[src/rtl/fifo_pkg.sv]
// Shared FIFO definitions.
// Holds the default geometry of the FIFO family and the helper that sizes the
// occupancy counter, so the interface and the FIFO agree on the count width.
package fifo_pkg;

  localparam int FIFO_DEPTH_DEFAULT = 4;
  localparam int FIFO_WIDTH_DEFAULT = 32;

  // Bits needed to hold an occupancy of 0..depth inclusive.
  function automatic int count_width(input int depth);
    return $clog2(depth + 1);
  endfunction

endpackage

[src/rtl/fifo_connect.sv]
// Read/write bundle shared between a FIFO and its user.
// Signals: write/datain (push), read (pop or rotate), dataout (head word),
// full/empty/count (occupancy). The fifo modport is the FIFO side, the user
// modport is the requester side.
interface fifo_connect
  import fifo_pkg::*;
#(
  parameter int DEPTH = FIFO_DEPTH_DEFAULT,
  parameter int WIDTH = FIFO_WIDTH_DEFAULT
) ();

  localparam int CW = count_width(DEPTH);

  logic             write;
  logic [WIDTH-1:0] datain;
  logic             read;
  logic [WIDTH-1:0] dataout;
  logic             full;
  logic             empty;
  logic [CW-1:0]    count;

  modport fifo (
    input  write, datain, read,
    output dataout, full, empty, count
  );

  modport user (
    output write, datain, read,
    input  dataout, full, empty, count
  );

endinterface

[src/rtl/fifo_mem.sv]
// Storage array for the FIFO: DEPTH x WIDTH registers, one synchronous write
// port and one combinational read port. Contents are deliberately not reset.
// Ports: clk, we/waddr/wdata (write), raddr/rdata (read).
module fifo_mem #(
  parameter int DEPTH = 4,
  parameter int WIDTH = 32,
  parameter int AW    = $clog2(DEPTH)
) (
  input  logic             clk,
  input  logic             we,
  input  logic [AW-1:0]    waddr,
  input  logic [WIDTH-1:0] wdata,
  input  logic [AW-1:0]    raddr,
  output logic [WIDTH-1:0] rdata
);

  logic [WIDTH-1:0] mem_r [DEPTH];

  // Word write on the rising edge.
  always_ff @(posedge clk) begin
    if (we) begin
      mem_r[waddr] <= wdata;
    end
  end

  assign rdata = mem_r[raddr];

endmodule

[src/rtl/circular_fifo.sv]
// Single-clock FIFO with an optional circular (rotate) mode.
// In normal mode a read pops the head; in circular mode a read copies the head
// word to the tail and advances both pointers, so the stored words replay.
// Ports: clk, reset (async, active-high), circular (rotate select), fc
// (fifo_connect bundle: write/datain/read in, dataout/full/empty/count out).
module circular_fifo
  import fifo_pkg::*;
#(
  parameter int DEPTH                 = FIFO_DEPTH_DEFAULT,
  parameter int WIDTH                 = FIFO_WIDTH_DEFAULT,
  parameter int FIRSTWORD_FALLTHROUGH = 1
) (
  input  logic     clk,
  input  logic     reset,
  input  logic     circular,
  fifo_connect.fifo fc
);

  localparam int AW = $clog2(DEPTH);
  localparam int CW = count_width(DEPTH);

  logic [AW-1:0]    rd_ptr_r;
  logic [AW-1:0]    wr_ptr_r;
  logic [CW-1:0]    count_r;
  logic             full_r;
  logic             empty_r;

  logic             rd_ok_s;
  logic             wr_ok_s;
  logic             rot_s;
  logic             mem_we_s;
  logic [WIDTH-1:0] mem_wdata_s;
  logic [WIDTH-1:0] mem_rdata_s;
  logic [CW-1:0]    count_next_s;

  // Pointers wrap explicitly so DEPTH need not be a power of two.
  function automatic logic [AW-1:0] ptr_inc(input logic [AW-1:0] ptr);
    if (ptr == AW'(DEPTH - 1)) begin
      return {AW{1'b0}};
    end else begin
      return ptr + AW'(1);
    end
  endfunction

  // Accept decisions. A write is blocked whenever a rotate is requested, since
  // the rotate owns the write port that cycle.
  always_comb begin
    rd_ok_s  = fc.read & ~empty_r;
    wr_ok_s  = fc.write & (~full_r | rd_ok_s) & ~(circular & fc.read);
    rot_s    = circular & rd_ok_s;
    mem_we_s = wr_ok_s | rot_s;
    if (rot_s) begin
      mem_wdata_s = mem_rdata_s;
    end else begin
      mem_wdata_s = fc.datain;
    end
  end

  // Next occupancy; a rotate moves a word without changing the count.
  always_comb begin
    count_next_s = count_r;
    case ({wr_ok_s, rd_ok_s})
      2'b10: count_next_s = count_r + CW'(1);
      2'b01: begin
        if (circular) begin
          count_next_s = count_r;
        end else begin
          count_next_s = count_r - CW'(1);
        end
      end
      default: count_next_s = count_r;
    endcase
  end

  // Pointer and occupancy registers; full/empty are registered with count so
  // all three change on the same edge.
  always_ff @(posedge clk or posedge reset) begin
    if (reset) begin
      rd_ptr_r <= {AW{1'b0}};
      wr_ptr_r <= {AW{1'b0}};
      count_r  <= {CW{1'b0}};
      full_r   <= 1'b0;
      empty_r  <= 1'b1;
    end else begin
      if (rd_ok_s) begin
        rd_ptr_r <= ptr_inc(rd_ptr_r);
      end
      if (mem_we_s) begin
        wr_ptr_r <= ptr_inc(wr_ptr_r);
      end
      count_r <= count_next_s;
      full_r  <= (count_next_s == CW'(DEPTH));
      empty_r <= (count_next_s == {CW{1'b0}});
    end
  end

  fifo_mem #(
    .DEPTH (DEPTH),
    .WIDTH (WIDTH),
    .AW    (AW)
  ) u_mem (
    .clk   (clk),
    .we    (mem_we_s),
    .waddr (wr_ptr_r),
    .wdata (mem_wdata_s),
    .raddr (rd_ptr_r),
    .rdata (mem_rdata_s)
  );

  generate
    if (FIRSTWORD_FALLTHROUGH != 0) begin : g_fwft
      // Head word shown directly; forced to zero while nothing is stored.
      assign fc.dataout = empty_r ? {WIDTH{1'b0}} : mem_rdata_s;
    end else begin : g_reg
      logic [WIDTH-1:0] dataout_r;

      // Registered head capture on each accepted read.
      always_ff @(posedge clk or posedge reset) begin
        if (reset) begin
          dataout_r <= {WIDTH{1'b0}};
        end else if (rd_ok_s) begin
          dataout_r <= mem_rdata_s;
        end
      end

      assign fc.dataout = dataout_r;
    end
  endgenerate

  assign fc.count = count_r;
  assign fc.full  = full_r;
  assign fc.empty = empty_r;

endmodule

[src/flat_wrapper.sv]
// flat-port wrapper written by rule: the top's interface ports become plain ports
module circular_fifo_flat import fifo_pkg::*;
#(
  parameter int DEPTH                 = FIFO_DEPTH_DEFAULT,
  parameter int WIDTH                 = FIFO_WIDTH_DEFAULT,
  parameter int FIRSTWORD_FALLTHROUGH = 1
)
  (clk, reset, circular, fc_write, fc_datain, fc_read, fc_dataout, fc_full, fc_empty, fc_count);
  fifo_connect #(.DEPTH(DEPTH), .WIDTH(WIDTH)) fc_i ();
  input  logic clk;
  input  logic reset;
  input  logic circular;
  input wire logic [$bits(fc_i.write)-1:0] fc_write;
  input wire logic [$bits(fc_i.datain)-1:0] fc_datain;
  input wire logic [$bits(fc_i.read)-1:0] fc_read;
  output wire logic [$bits(fc_i.dataout)-1:0] fc_dataout;
  output wire logic [$bits(fc_i.full)-1:0] fc_full;
  output wire logic [$bits(fc_i.empty)-1:0] fc_empty;
  output wire logic [$bits(fc_i.count)-1:0] fc_count;
  assign fc_i.write = fc_write;
  assign fc_i.datain = fc_datain;
  assign fc_i.read = fc_read;
  assign fc_dataout = fc_i.dataout;
  assign fc_full = fc_i.full;
  assign fc_empty = fc_i.empty;
  assign fc_count = fc_i.count;
  circular_fifo #(.DEPTH(DEPTH), .WIDTH(WIDTH), .FIRSTWORD_FALLTHROUGH(FIRSTWORD_FALLTHROUGH)) u_core (.clk(clk), .reset(reset), .circular(circular), .fc(fc_i));
endmodule
[config.mk]
export PLATFORM = sky130hd
export DESIGN_NAME = circular_fifo_flat
export DESIGN_NICKNAME = d
export VERILOG_FILES = /design/src/rtl/fifo_pkg.sv /design/src/rtl/fifo_connect.sv /design/src/rtl/fifo_mem.sv /design/src/rtl/circular_fifo.sv /design/src/flat_wrapper.sv
export SDC_FILE = /design/constraint.sdc
export NUM_CORES = 1
export LEC_CHECK = 0
export ABC_CLOCK_PERIOD_IN_PS = 4040
export CAP_MARGIN = 20
export CORE_MARGIN = 2
export CORE_UTILIZATION = 60
export CTS_BUF_LIST = sky130_fd_sc_hd__clkbuf_8
export DETAILED_ROUTE_END_ITERATION = 8
export PLACE_DENSITY = 0.95
export SYNTH_ARGS = -nofsm -noshare
export SYNTH_HDL_FRONTEND = slang
export SYNTH_SLANG_ARGS = --single-unit
[constraint.sdc]
create_clock -name clk -period 4.04 [get_ports clk]
set_input_delay 0.808 -clock clk [delete_from_list [all_inputs] [get_ports clk]]
set_output_delay 0.808 -clock clk [all_outputs]
set_load 0.01 [all_outputs]
==> metrics.csv, run 1 <==
stage,metric,value,unit
run_status,status,completed,
die,Die Width,102.9,um
final_layout,most frequent cells in the layout,"128 x edfxtp_1, 73 x clkdlybuf4s50_1, 34 x mux2_2",
logic_synthesis,Post-Synth Simple-Gate Area,5.712,%
placed_design,port buffer count,73,
worst_setup_path,critical path capture point type,output pin,
detailed_routing,final WL,11030,um
final_layout,Reg area,4071,um2
worst_setup_path,max incr delay on CP,0.82,ns
clock_network,post-CTS setup buffers,0,
logic_synthesis,Compound-Gate Fraction of Synth Area,1.279,%
logic_synthesis,largest family of logic cells by synthesized area,multiplexers,
worst_setup_path,CP Cell Sequence,buf_12 -> mux4_2 -> nor2b_1 -> clkdlybuf4s50_1,
final_layout,# fillers,539,
logic_synthesis,Syn Std Cell Area,5871,um2
die,die extent in y,102.9,um
grt,total track usage,22.17,%
clock_network,CTS Buffer Depth,2,
clock_network,Hold Buf Count CTS,0,
power_and_ir_drop,Pwr Density,690.9,nW/um2
worst_hold_path,hold path depth,1,
worst_hold_path,HP Class,reg2reg,
final_layout,Layout Nets,435,
worst_setup_path,CP Data Arrival Time,2.70,ns
logic_synthesis,Syn Area/Cell,19.31,um2
detailed_routing,Vias per Instance,5.791,
worst_setup_path,Slowest cell on crit path,dfrtp_2,
timing,Pins Over Slew Limit,0,
grt,total grt overflow,0,
clock_network,CTS HTree Levels,4,
final_layout,fraction of layout cells with a size suffix above 1,26.87,%
logic_synthesis,synthesized instance count,304,
die,IO Count,74,
detailed_routing,wire per inst,20.62,um
grt,largest net degree at the start of global routing,35,
logic_synthesis,mux contribution to synthesized area,19.05,%
job,total of max-cap violations,0,
clock_network,Worst-Skew Late Latency,0.42,ns
worst_setup_path,kind of critical path,reg2out,
die,core area,9639,um2
final_layout,Area growth syn-to-layout,21.97,%
logic_synthesis,Netlist cell types,31,
timing,Worst Tran Pin Value,0.6832,ns
placed_design,detailed placement HPWL,6833,um
logic_synthesis,Yosys warnings,0,
grt,initial antenna violation count,0,
worst_setup_path,Worst R2R Path Depth,10,
clock_network,root buffer selected by CTS,clkbuf_8,
power_and_ir_drop,P_leak,2.420,nW
detailed_routing,First DRT Iteration DRCs,169,
logic_synthesis,Post-Syn Nets,350,
worst_setup_path,CP Max Fanout,21,
timing,fmax,284.7,MHz
clock_network,clock buffer count from CTS,17,
timing,TNS Setup,0,ns
timing,setup repair after global routing missed its margin,false,
clock_network,Worst-path clk slew,0.07,ns
final_layout,ANT cells,0,
logic_synthesis,Synth Area in Adders,1.918,%
logic_synthesis,xor-xnor portion of the synthesized cell area,0,%
detailed_routing,1st-pass router iterations,5,
final_layout,"commonest non-fill, non-tap cell in the layout",edfxtp_1,
logic_synthesis,post-synthesis sequential area ratio,69.33,%
worst_setup_path,Critical Path RT,3.23,ns
clock_network,CTS tree,yes,
power_and_ir_drop,Peak VDD IR,396.3,uV
timing,final setup vio count,0,
detailed_routing,routed via count,3098,
final_layout,area of the multi-input gates,1672,um2
timing,Layout Skew,0.007803,ns
timing,Slew Limit Headroom,54.46,%
grt,first-pass GRT wire length,16620,um
die,row count,36,
grt,vias in the first global route,3207,
clock_network,post_cts resized,0,
detailed_routing,Residual DRC,0,
final_layout,final core occ,74.29,%
placed_design,Final Wtd Congestion,0.7975,
detailed_routing,Routed Antenna Nets,0,
worst_setup_path,crit path launch type,flip-flop,
die,Initial Util,60.90,%
clock_network,CTS Sinks,137,
die,die area,10590,um2
logic_synthesis,Synth Register Bits,137,
timing,period utilization,86.95,%
timing,post-layout min period,3.513,ns
timing,Final Hold Vio Count,0,
cells by family (layout without fill, tap and decap cells):
group / Yosys count / in the layout
mux: 66 / 66
simple gates: 57 / 57
compound gates: 10 / 10
fa+ha+maj: 9 / 9
buf+inv: 25 / 123
flops: 137 / 137
metrics by stage:
step / total power, mW / cells / setup WS, ns / hold slack, ns / instance area (um2)
final: 4.947 / 535 / 0.5272 / 0.5789 / 7161
after global routing: 5.181 / 535 / 0.3781 / 0.6054 / 7161
after CTS: 4.990 / 535 / 0.4628 / 0.5788 / 7161
after detailed placement: 3.870 / 503 / 0.7462 / 0.5581 / 6750
after global placement: 3.776 / 503 / 0.8944 / 0.5561 / 6750
after floorplan: 3.219 / 304 / 0.8032 / 0.5329 / 5871
power by group:
group | total [mW] | internal [mW] | switching (mW)
Combinational | 1.73 | 0.914 | 0.815
Sequential | 2.10 | 1.95 | 0.153
Clock | 1.11 | 0.613 | 0.501
Yosys cell counts, drive strengths merged:
master	n	share of area, %
a221o	1	0.17
a21oi	2	0.17
and2	1	0.11
nand2	8	0.51
mux4	32	13
a22o	1	0.15
nand2b	1	0.11
o21ai	1	0.085
a32o	1	0.17
o31ai	1	0.13
dfrtp	8	3.4
edfxtp	128	65
ha	9	1.9
inv	10	0.64
nor2b	38	4.1
nand3	2	0.17
dfstp	1	0.45
nand3b	1	0.13
clkbuf	4	0.26
o311ai	1	0.15
nor2	3	0.19
nor3	1	0.085
or4b	1	0.17
mux2	34	6.5
a21o	2	0.26
and4	1	0.15
buf	11	1.8
final cells by class:
class | instances | share of cell area [%]
flip-flops and latches | 137 | 56.86
clock inverters | 11 | 1.695
repair buffers | 81 | 11.22
clock buffers | 21 | 4.036
inverters | 10 | 0.5242
multi-input cells | 142 | 23.34
well taps | 133 | 2.324
state kept, by name, summed over array words and instances, names as in the netlist:
signal              count
u_core.fc.count         3
u_core.fc.empty         1
u_core.fc.full          1
u_core.rd_ptr_r         2
u_core.u_mem.mem_r    128
u_core.wr_ptr_r         2
final timing paths:
check,startpoint,endpoint,slack [ns]
max,u_core.rd_ptr_r[0]$_DFFE_PP0N_,fc_dataout[0],0.53
min,u_core.wr_ptr_r[1]$_DFFE_PP0P_,u_core.wr_ptr_r[1]$_DFFE_PP0P_,0.58
max reg2reg,u_core.fc.empty$_DFF_PP1_,u_core.fc.full$_DFF_PP0_,1.27
min reg2reg,u_core.wr_ptr_r[1]$_DFFE_PP0P_,u_core.wr_ptr_r[1]$_DFFE_PP0P_,0.58
max in group asynchronous,reset,u_core.fc.empty$_DFF_PP1_,3.11
min in group asynchronous,reset,u_core.fc.count[2]$_DFF_PP0_,0.64
metal layers:
layer / routed length (um) / share of wire, % / vias up / global-route usage [%]
met5: 0 / 0 / - / 0
met4: 174 / 1.6 / 0 / 9.615
met3: 660 / 6.0 / 17 / 4.000
met2: 5886 / 53 / 140 / 38.01
met1: 4311 / 39 / 1572 / 28.05
li1: - / - / 1369 / -
worst max-delay path: cells and delay by family, from the launching register on:
family	cells	cell delay, ns
and+or+nand+nor	1	0.16
DFF	1	0.82
buffers and inverters	2	0.76
muxes	1	0.54
Power figures use the tool's default switching activity.
==> run 2, diff against run 1 <==
--- a/config.mk
+++ b/config.mk
@@ -5,13 +5,13 @@
 export SDC_FILE = /design/constraint.sdc
 export NUM_CORES = 1
 export LEC_CHECK = 0
-export ABC_CLOCK_PERIOD_IN_PS = 4040
+export ABC_CLOCK_PERIOD_IN_PS = 3600
 export CAP_MARGIN = 20
 export CORE_MARGIN = 2
-export CORE_UTILIZATION = 60
+export CORE_UTILIZATION = 57
 export CTS_BUF_LIST = sky130_fd_sc_hd__clkbuf_8
 export DETAILED_ROUTE_END_ITERATION = 8
-export PLACE_DENSITY = 0.95
+export PLACE_DENSITY = 0.93
 export SYNTH_ARGS = -nofsm -noshare
 export SYNTH_HDL_FRONTEND = slang
 export SYNTH_SLANG_ARGS = --single-unit
==> constraint.sdc (replaced) <==
create_clock -name clk -period 3.6 [get_ports clk]
set_input_delay 0.72 -clock clk [delete_from_list [all_inputs] [get_ports clk]]
set_output_delay 0.72 -clock clk [all_outputs]
set_load 0.01 [all_outputs]
==> run 2 against run 1 <==
- power grew 13%
- die area grew 5.1%
- cell count is 0.93% higher
- cell area grew 0.61%
==> metrics.csv, run 2 (same netlist as run 1, synthesis figures left out) <==
stage,metric,value,unit,change
run_status,status,completed,,
detailed_routing,First DRT Iteration DRCs,197,,+17%
timing,period utilization,85.98,%,
detailed_routing,Vias per Instance,5.687,,-1.8%
clock_network,clock buffer count from CTS,17,,unchanged
die,Initial Util,57.90,%,-3.0 points
die,IO Count,74,,unchanged
clock_network,CTS HTree Levels,4,,unchanged
grt,total track usage,20.34,%,-1.8 points
grt,largest net degree at the start of global routing,33,,-5.7%
worst_setup_path,CP Data Arrival Time,2.38,ns,-0.32 ns
die,Die Width,105.5,um,+2.5%
grt,M2 GR Usage,34.75,%,-3.3 points
die,row count,37,,+2.8%
detailed_routing,final WL,10730,um,-2.8%
worst_setup_path,critical path capture point type,output pin,,
grt,met3 global-route usage,4.700,%,+0.70 points
timing,TNS Setup,0,ns,unchanged
timing,Slew Limit Headroom,65.30,%,+11 points
timing,fmax,323.1,MHz,
worst_setup_path,crit path launch type,flip-flop,,
timing,Layout Skew,0.01154,ns,+0.003737 ns
power_and_ir_drop,sw frac,29.64,%,-0.055 points
clock_network,root buffer selected by CTS,clkbuf_8,,
worst_setup_path,Critical Path RT,2.88,ns,-0.35 ns
final_layout,fraction of layout cells with a size suffix above 1,27.23,%,+0.36 points
power_and_ir_drop,Final Power,5.580,mW,+13%
job,total of max-cap violations,0,,unchanged
grt,busiest grt layer,met2,,
power_and_ir_drop,Pwr Density,774.5,nW/um2,+12%
final_layout,final core occ,71.06,%,-3.2 points
worst_setup_path,CP Max Fanout,15,,-29%
die,die area,11130,um2,+5.1%
clock_network,post_cts resized,0,,unchanged
clock_network,Worst-path clk slew,0.08,ns,about the same
power_and_ir_drop,Peak VDD IR,419.2,uV,+5.8%
final_layout,max reg flops,128,,unchanged
timing,Final Hold Vio Count,0,,unchanged
timing,final setup vio count,0,,unchanged
clock_network,Worst-Skew Late Latency,0.42,ns,about the same
die,die extent in y,105.5,um,+2.5%
timing,Worst Tran Pin Value,0.5140,ns,-0.1692 ns
placed_design,detailed placement HPWL,6834,um,about the same
power_and_ir_drop,Reg power frac,41.7,%,-0.8 points
worst_hold_path,HP Class,in2async,,
final_layout,Top reg by flops,u_core.u_mem.mem_r,,
grt,first-pass GRT wire length,16650,um,+0.20%
power_and_ir_drop,sw power,1.654,mW,+13%
final_layout,Layout Nets,437,,+0.46%
detailed_routing,Residual DRC,0,,unchanged
placed_design,port buffer count,73,,unchanged
final_layout,Area growth syn-to-layout,22.72,%,
detailed_routing,wire per inst,19.86,um,-3.7%
detailed_routing,1st-pass router iterations,4,,-1
timing,setup repair after global routing missed its margin,false,,
worst_setup_path,worst r2r src,u_core.fc.empty$_DFF_PP1_,,
power_and_ir_drop,P_leak,2.436,nW,+0.68%
grt,vias in the first global route,3266,,+1.8%
worst_setup_path,CP startpoint,u_core.rd_ptr_r[0]$_DFFE_PP0N_,,
power_and_ir_drop,Comb power frac,35.7,%,+0.8 points
detailed_routing,Routed Antenna Nets,0,,unchanged
die,core area,10140,um2,+5.2%
grt,initial antenna violation count,0,,unchanged
final_layout,"commonest non-fill, non-tap cell in the layout",edfxtp_1,,
power_and_ir_drop,Int Pwr,3.926,mW,+13%
detailed_routing,routed via count,3071,,-0.87%
placed_design,Final Wtd Congestion,0.7759,,-2.7%
power_and_ir_drop,clock share of power,22.6,%,about the same
grt,total grt overflow,0,,unchanged
final_layout,ANT cells,0,,unchanged
final_layout,most frequent cells in the layout,"128 x edfxtp_1, 73 x clkdlybuf4s50_1, 34 x mux2_2",,
worst_setup_path,kind of critical path,reg2out,,
clock_network,CTS Sinks,137,,unchanged
timing,Pins Over Slew Limit,0,,unchanged
clock_network,Hold Buf Count CTS,0,,unchanged
grt,met1 Track Usage GR,25.23,%,-2.8 points
timing,post-layout min period,3.095,ns,
clock_network,post-CTS setup buffers,0,,unchanged
clock_network,CTS tree,yes,,
clock_network,CTS Buffer Depth,2,,unchanged
timing,Min Hold Slack,0.5571,ns,-0.02179 ns
-- run 2: changes by cell type in the layout (fill, tap and decap cells not counted) --
cell | before | now
clkbuf_8 | 21 | 17
bufinv_16 | 2 | 3
inv_6 | 1 | 5
nand2_1 | 8 | 7
nand2_2 | 0 | 1
clkinvlp_4 | 4 | 3
buf_12 | 1 | 3
clkinv_4 | 1 | 0
clkinv_1 | 0 | 1
-- run 2: power groups by stage --
stage	Clock (mW)	Combinational, mW	Sequential [mW]
floorplan	0	1.29	2.32
global placement	0	1.94	2.33
detailed placement	0	2.01	2.36
CTS	1.29	2.03	2.33
global route	1.34	2.15	2.36
finish	1.26	1.99	2.33
-- run 2: stage by stage --
stage / cell area, um2 / setup slack, ns / instances
final: 7204 / 0.5046 / 540
after global routing: 7204 / 0.3436 / 540
after CTS: 7204 / 0.4540 / 540
after detailed placement: 6797 / 0.3239 / 508
after global placement: 6797 / 0.5117 / 508
after floorplan: 5871 / 0.4512 / 304
-- run 2: worst max-delay path, cell delays in order (launching register included) --
cell,delay (ns)
dfrtp_2,0.36
buf_4,0.29
mux4_1,0.64
nor2b_1,0.16
clkdlybuf4s50_1,0.51
-- run 2: path summary, 6_finish.rpt --
| kind | endpoint | slack (ns) | cells after the start |
|---|---|---|---|
| setup / recovery | fc_dataout[31] | 0.50 | 4 |
| hold / removal | u_core.fc.count[0]$_DFF_PP0_ | 0.56 | 2 |
| setup reg to reg | u_core.fc.full$_DFF_PP0_ | 0.98 | 9 |
| hold reg to reg | u_core.wr_ptr_r[1]$_DFFE_PP0P_ | 0.59 | 1 |
| max in group asynchronous | u_core.fc.empty$_DFF_PP1_ | 2.75 | 2 |
| min in group clk | u_core.wr_ptr_r[1]$_DFFE_PP0P_ | 0.59 | 1 |
-- run 2: layout make-up --
type | count | area [um2]
Sequential cell | 137 | 4071
Fill cell | 599 | 2934
Multi-Input combinational cell | 142 | 1674
Timing Repair Buffer | 83 | 843.3
Clock buffer | 17 | 234.0
Clock inverter | 15 | 173.9
Tap cell | 136 | 170.2
Inverter | 10 | 37.54
-- run 2: layer usage --
metal,share of wire (%),routed length (um),vias to the layer above
met2,55,5849,110
li1,-,-,1370
met1,40,4257,1577
met4,1.3,140,0
met3,4.5,479,14
met5,0,0,-
==> run 3, diff against run 2 <==
--- a/config.mk
+++ b/config.mk
@@ -8,10 +8,10 @@
 export ABC_CLOCK_PERIOD_IN_PS = 3600
 export CAP_MARGIN = 20
 export CORE_MARGIN = 2
-export CORE_UTILIZATION = 57
+export CORE_UTILIZATION = 50
 export CTS_BUF_LIST = sky130_fd_sc_hd__clkbuf_8
 export DETAILED_ROUTE_END_ITERATION = 8
-export PLACE_DENSITY = 0.93
+export PLACE_DENSITY = 0.84
 export SYNTH_ARGS = -nofsm -noshare
 export SYNTH_HDL_FRONTEND = slang
 export SYNTH_SLANG_ARGS = --single-unit
==> run 3 against run 2 <==
- register-to-register slack better by 0.09 ns
- global-route usage down 3.0 points
- clock power up 6%
- setup slack worse by 0.033 ns
- flip-flop and latch count unchanged
- power up 1.2%
- sequential share of layout area down 0.31 points
- largest cell class unchanged
- first-iteration DRC count down 22%
- critical path type unchanged
- worst hold slack worse by 0.0062 ns
- critical path depth unchanged
==> metrics.csv, run 3 (same netlist as run 1, synthesis figures left out) <==
stage,metric,value,unit,change
final_layout,Area growth syn-to-layout,23.44,%,
clock_network,CTS tree,yes,,
timing,Pins Over Slew Limit,0,,unchanged
die,die area,12620,um2,+13%
die,IO Count,74,,unchanged
timing,Worst Tran Pin Value,0.5006,ns,-0.01336 ns
final_layout,# fillers,849,,+42%
clock_network,Worst-path clk slew,0.07,ns,about the same
grt,largest net degree at the start of global routing,36,,+9.1%
clock_network,CTS Sinks,137,,unchanged
final_layout,area of the multi-input gates,1674,um2,unchanged
power_and_ir_drop,Pwr Density,779.3,nW/um2,+0.63%
final_layout,ANT cells,0,,unchanged
worst_setup_path,crit path launch type,flip-flop,,
worst_hold_path,Hold Crit Endpoint,u_core.rd_ptr_r[1]$_DFFE_PP0N_,,
placed_design,Placed Instance Area,6814,um2,+0.26%
detailed_routing,DRT met1 WL,4458,um,+4.7%
detailed_routing,1st-pass router iterations,4,,unchanged
clock_network,CTS Buffer Depth,2,,unchanged
detailed_routing,routed via count,3020,,-1.7%
timing,post-layout min period,3.128,ns,+0.03260 ns
clock_network,Worst-Skew Late Latency,0.42,ns,about the same
die,die extent in y,112.4,um,+6.5%
final_layout,most frequent cells in the layout,"128 x edfxtp_1, 73 x clkdlybuf4s50_1, 34 x mux2_2",,
clock_network,clock buffer count from CTS,17,,unchanged
detailed_routing,uppermost layer routed,met4,,
worst_setup_path,CP Data Arrival Time,2.41,ns,+0.03 ns
worst_setup_path,RR Endpoint,u_core.fc.full$_DFF_PP0_,,
grt,initial antenna violation count,0,,unchanged
clock_network,Hold Buf Count CTS,0,,unchanged
detailed_routing,final WL,10480,um,-2.3%
clock_network,post_cts resized,0,,unchanged
detailed_routing,Met3 Wirelength,433,um,-9.6%
timing,TNS Setup,0,ns,unchanged
clock_network,CTS HTree Levels,4,,unchanged
timing,period utilization,86.89,%,+0.91 points
worst_setup_path,Critical Path RT,2.88,ns,about the same
die,row count,39,,+5.4%
final_layout,max reg flops,128,,unchanged
detailed_routing,Vias per Instance,5.511,,-3.1%
detailed_routing,First DRT Iteration DRCs,154,,-22%
clock_network,root buffer selected by CTS,clkbuf_8,,
worst_setup_path,critical path capture point type,output pin,,
final_layout,final core occ,63.47,%,-7.6 points
final_layout,"commonest non-fill, non-tap cell in the layout",edfxtp_1,,
power_and_ir_drop,Peak VDD IR,476.5,uV,+14%
final_layout,final non-filler cell total,548,,+1.5%
worst_setup_path,worst r2r src,u_core.fc.empty$_DFF_PP1_,,
placed_design,Final Wtd Congestion,0.7560,,-2.6%
timing,Slew Limit Headroom,66.63,%,+1.3 points
worst_hold_path,hold wc startpoint,u_core.rd_ptr_r[1]$_DFFE_PP0N_,,
placed_design,detailed placement HPWL,6807,um,-0.38%
clock_network,post-CTS setup buffers,0,,unchanged
detailed_routing,routed wl met2,5515,um,-5.7%
timing,setup repair after global routing missed its margin,false,,
grt,total grt overflow,0,,unchanged
placed_design,dpl ws,0.4268,ns,+0.1029 ns
worst_hold_path,HP Class,reg2reg,,
timing,Layout Skew,0.008654,ns,-0.002886 ns
final_layout,Layout Nets,438,,+0.23%
die,Initial Util,51.41,%,-6.5 points
timing,Final Hold Vio Count,0,,unchanged
grt,total track usage,17.36,%,-3.0 points
grt,vias in the first global route,3185,,-2.5%
worst_setup_path,Worst R2R Path Depth,9,,unchanged
job,total of max-cap violations,0,,unchanged
timing,final setup margin,0.4720,ns,-0.03260 ns
run_status,status,completed,,
detailed_routing,wire per inst,19.13,um,-3.7%
detailed_routing,Residual DRC,0,,unchanged
final_layout,fraction of layout cells with a size suffix above 1,27.65,%,+0.43 points
grt,first-pass GRT wire length,16480,um,-1.0%
placed_design,dpl cells,516,,+1.6%
final_layout,Top reg by flops,u_core.u_mem.mem_r,,
die,core area,11420,um2,+13%
timing,fmax,319.7,MHz,-1.0%
die,Die Width,112.4,um,+6.5%
final_layout,design area,7247,um2,+0.59%
power_and_ir_drop,P_leak,2.456,nW,+0.80%
worst_setup_path,Reg2Reg Setup Slack,1.07,ns,+0.09 ns
worst_hold_path,hold path depth,2,,
worst_setup_path,CP Max Fanout,35,,+20
final_layout,Reg area,4073,um2,about the same
timing,final setup vio count,0,,unchanged
placed_design,port buffer count,73,,unchanged
detailed_routing,Routed Antenna Nets,0,,unchanged
worst_setup_path,kind of critical path,reg2out,,
## run 3: how the worst max path moves through the flow
stage / end / startpoint / slack [ns] / cells after the start
after floorplan: u_core.u_mem.mem_r[0][0]$_DFFE_PP_ / circular / 0.45 / 5
after global placement: u_core.fc.full$_DFF_PP0_ / fc_read / 0.51 / 10
after detailed placement: u_core.fc.full$_DFF_PP0_ / fc_read / 0.43 / 10
after CTS: fc_dataout[12] / u_core.rd_ptr_r[0]$_DFFE_PP0N_ / 0.43 / 4
after global routing: fc_dataout[31] / u_core.rd_ptr_r[0]$_DFFE_PP0N_ / 0.38 / 4
final: fc_dataout[31] / u_core.rd_ptr_r[0]$_DFFE_PP0N_ / 0.47 / 4
## run 3: area by class of cell
cell class / instances / share of cell area (%)
Timing Repair Buffer: 84 / 11.74
Clock buffer: 17 / 3.229
Clock inverter: 15 / 2.745
Tap cell: 143 / 2.469
Inverter: 10 / 0.5180
Multi-Input combinational cell: 142 / 23.10
Sequential cell: 137 / 56.20
## run 3: where the power goes
part	total [mW]	leakage [nW]	internal (mW)	switching, mW
clock	1.34	0.216	0.760	0.578
combinational	1.98	0.956	1.05	0.923
sequential	2.33	1.28	2.19	0.142
## run 3: per-layer routing
layer | global-route usage, % | up-vias
met3 | 4.752 | 7
met2 | 29.72 | 77
met5 | 0 | -
met4 | 4.634 | 0
met1 | 22.17 | 1556
li1 | - | 1380
## run 3: through the flow
stage | hold slack (ns) | total power [mW]
5_1_grt | 0.5875 | 5.941
2_1_floorplan | 0.5329 | 3.612
3_5_place_dp | 0.5448 | 4.380
3_3_place_gp | 0.5256 | 4.309
4_1_cts | 0.5511 | 5.725
6_report | 0.5508 | 5.648
## run 3: critical path, stage by stage (launching register included)
cell and delay (ns):
dfrtp_2 0.38, buf_12 0.28, mux4_1 0.67, nor2b_1 0.17
clkdlybuf4s50_1 0.50
==> RTL edit (config.mk and constraints of run 2) <==
`FIRSTWORD_FALLTHROUGH` is set to 1 in 2 places; all go to 0.
--- a/src/rtl/circular_fifo.sv
+++ b/src/rtl/circular_fifo.sv
@@ -8,7 +8,7 @@
 #(
   parameter int DEPTH                 = FIFO_DEPTH_DEFAULT,
   parameter int WIDTH                 = FIFO_WIDTH_DEFAULT,
-  parameter int FIRSTWORD_FALLTHROUGH = 1
+  parameter int FIRSTWORD_FALLTHROUGH = 0
 ) (
   input  logic     clk,
   input  logic     reset,
--- a/src/flat_wrapper.sv
+++ b/src/flat_wrapper.sv
@@ -3,7 +3,7 @@
 #(
   parameter int DEPTH                 = FIFO_DEPTH_DEFAULT,
   parameter int WIDTH                 = FIFO_WIDTH_DEFAULT,
-  parameter int FIRSTWORD_FALLTHROUGH = 1
+  parameter int FIRSTWORD_FALLTHROUGH = 0
 )
   (clk, reset, circular, fc_write, fc_datain, fc_read, fc_dataout, fc_full, fc_empty, fc_count);
   fifo_connect #(.DEPTH(DEPTH), .WIDTH(WIDTH)) fc_i ();
Behaviour: not the same (a bounded check fails within 4 cycles, from zero or initial values and one cycle with reset high).
==> RTL edit against run 2 <==
- setup slack improved by 410 ps
- first-iteration DRC count increased by 100%
- critical path depth increased by 6
- total power increased by 15%
- wire length increased by 30%
- synthesized area increased by 16%
- design area increased by 13%
- non-clock buffer count increased by 2
- sequential cell count increased by 32
- critical endpoint is now u_core.fc.full
==> RTL edit: results <==
outcome:
  outcome: "finished clean"
sta:
  clock_skew_ps: 11.3
  hold_ws_ps: 483
power_and_ir_drop:
  ir_worst_vdd_mv: 0.452
  p_leak_uw: 0.00305
cells_and_area:
  final_nets: 535
  final_util_pct: 70.7
  fin_cells: 645
  drive_above_1_share_pct: 22.5
synth:
  synth_compound_area_share_pct: 1.10
  syn_nets: 450
  synthTopCellsByCount: "edfxtp_1, nand2_1, dfrtp_1"
  yosysSeqAreaShare_pct: 71.4
routing:
  drtIter0Drc: 402
  drt-total-wl_um: 14000
grt:
  grt_max_degree: 42
  first_global_vias: 4048
  use_met1_pct: 28.8
  track_usage_pct: 23.1
  grt_use_met2_pct: 39.6
place:
  place_congestion: 0.738
  place_area_sq_um: 7790
critical_path:
  critPathArrivalTime_ps: 2990
  crit_end: "u_core.fc.full"
  slowest_delay_ps: 530
  r2r_end: "u_core.u_mem.mem_r[3][9]"
  cpMaxStageDelayCell: "clkdlybuf4s50_1"
clock_tree:
  clk-insertion-delay-late_ps: 440
==> RTL edit: changes by cell type after synthesis, moves of 3 or more <==
cell     change
buf_12       -3
nand2_1     +95
buf_1        +4
buf_6        +3
nor2b_1     -31
dfrtp_1     +32
==> RTL edit: layout make-up <==
class | count | area share (%)
tap | 143 | 2.19
multi-input combinational | 206 | 22.5
timing repair buffer | 85 | 10.5
inverter | 10 | 0.459
clock buffer | 21 | 3.54
sequential | 169 | 59.6
clock inverter | 11 | 1.18
==> RTL edit: power groups by stage <==
stage               Combinational (uW)  Clock, uW  Sequential [uW]
finish                            2050       1280             3060
global route                      2210       1370             3120
CTS                               2070       1300             3070
detailed placement                2060          0             3100
global placement                  1940          0             3040
floorplan                         1230          0             3020
==> RTL edit: layer usage <==
| layer | share of wire (%) | vias to the layer above |
|---|---|---|
| met5 | 0 | - |
| met4 | 2.1 | 0 |
| met3 | 4.8 | 30 |
| met2 | 53 | 169 |
| met1 | 40 | 1936 |
| li1 | - | 1669 |
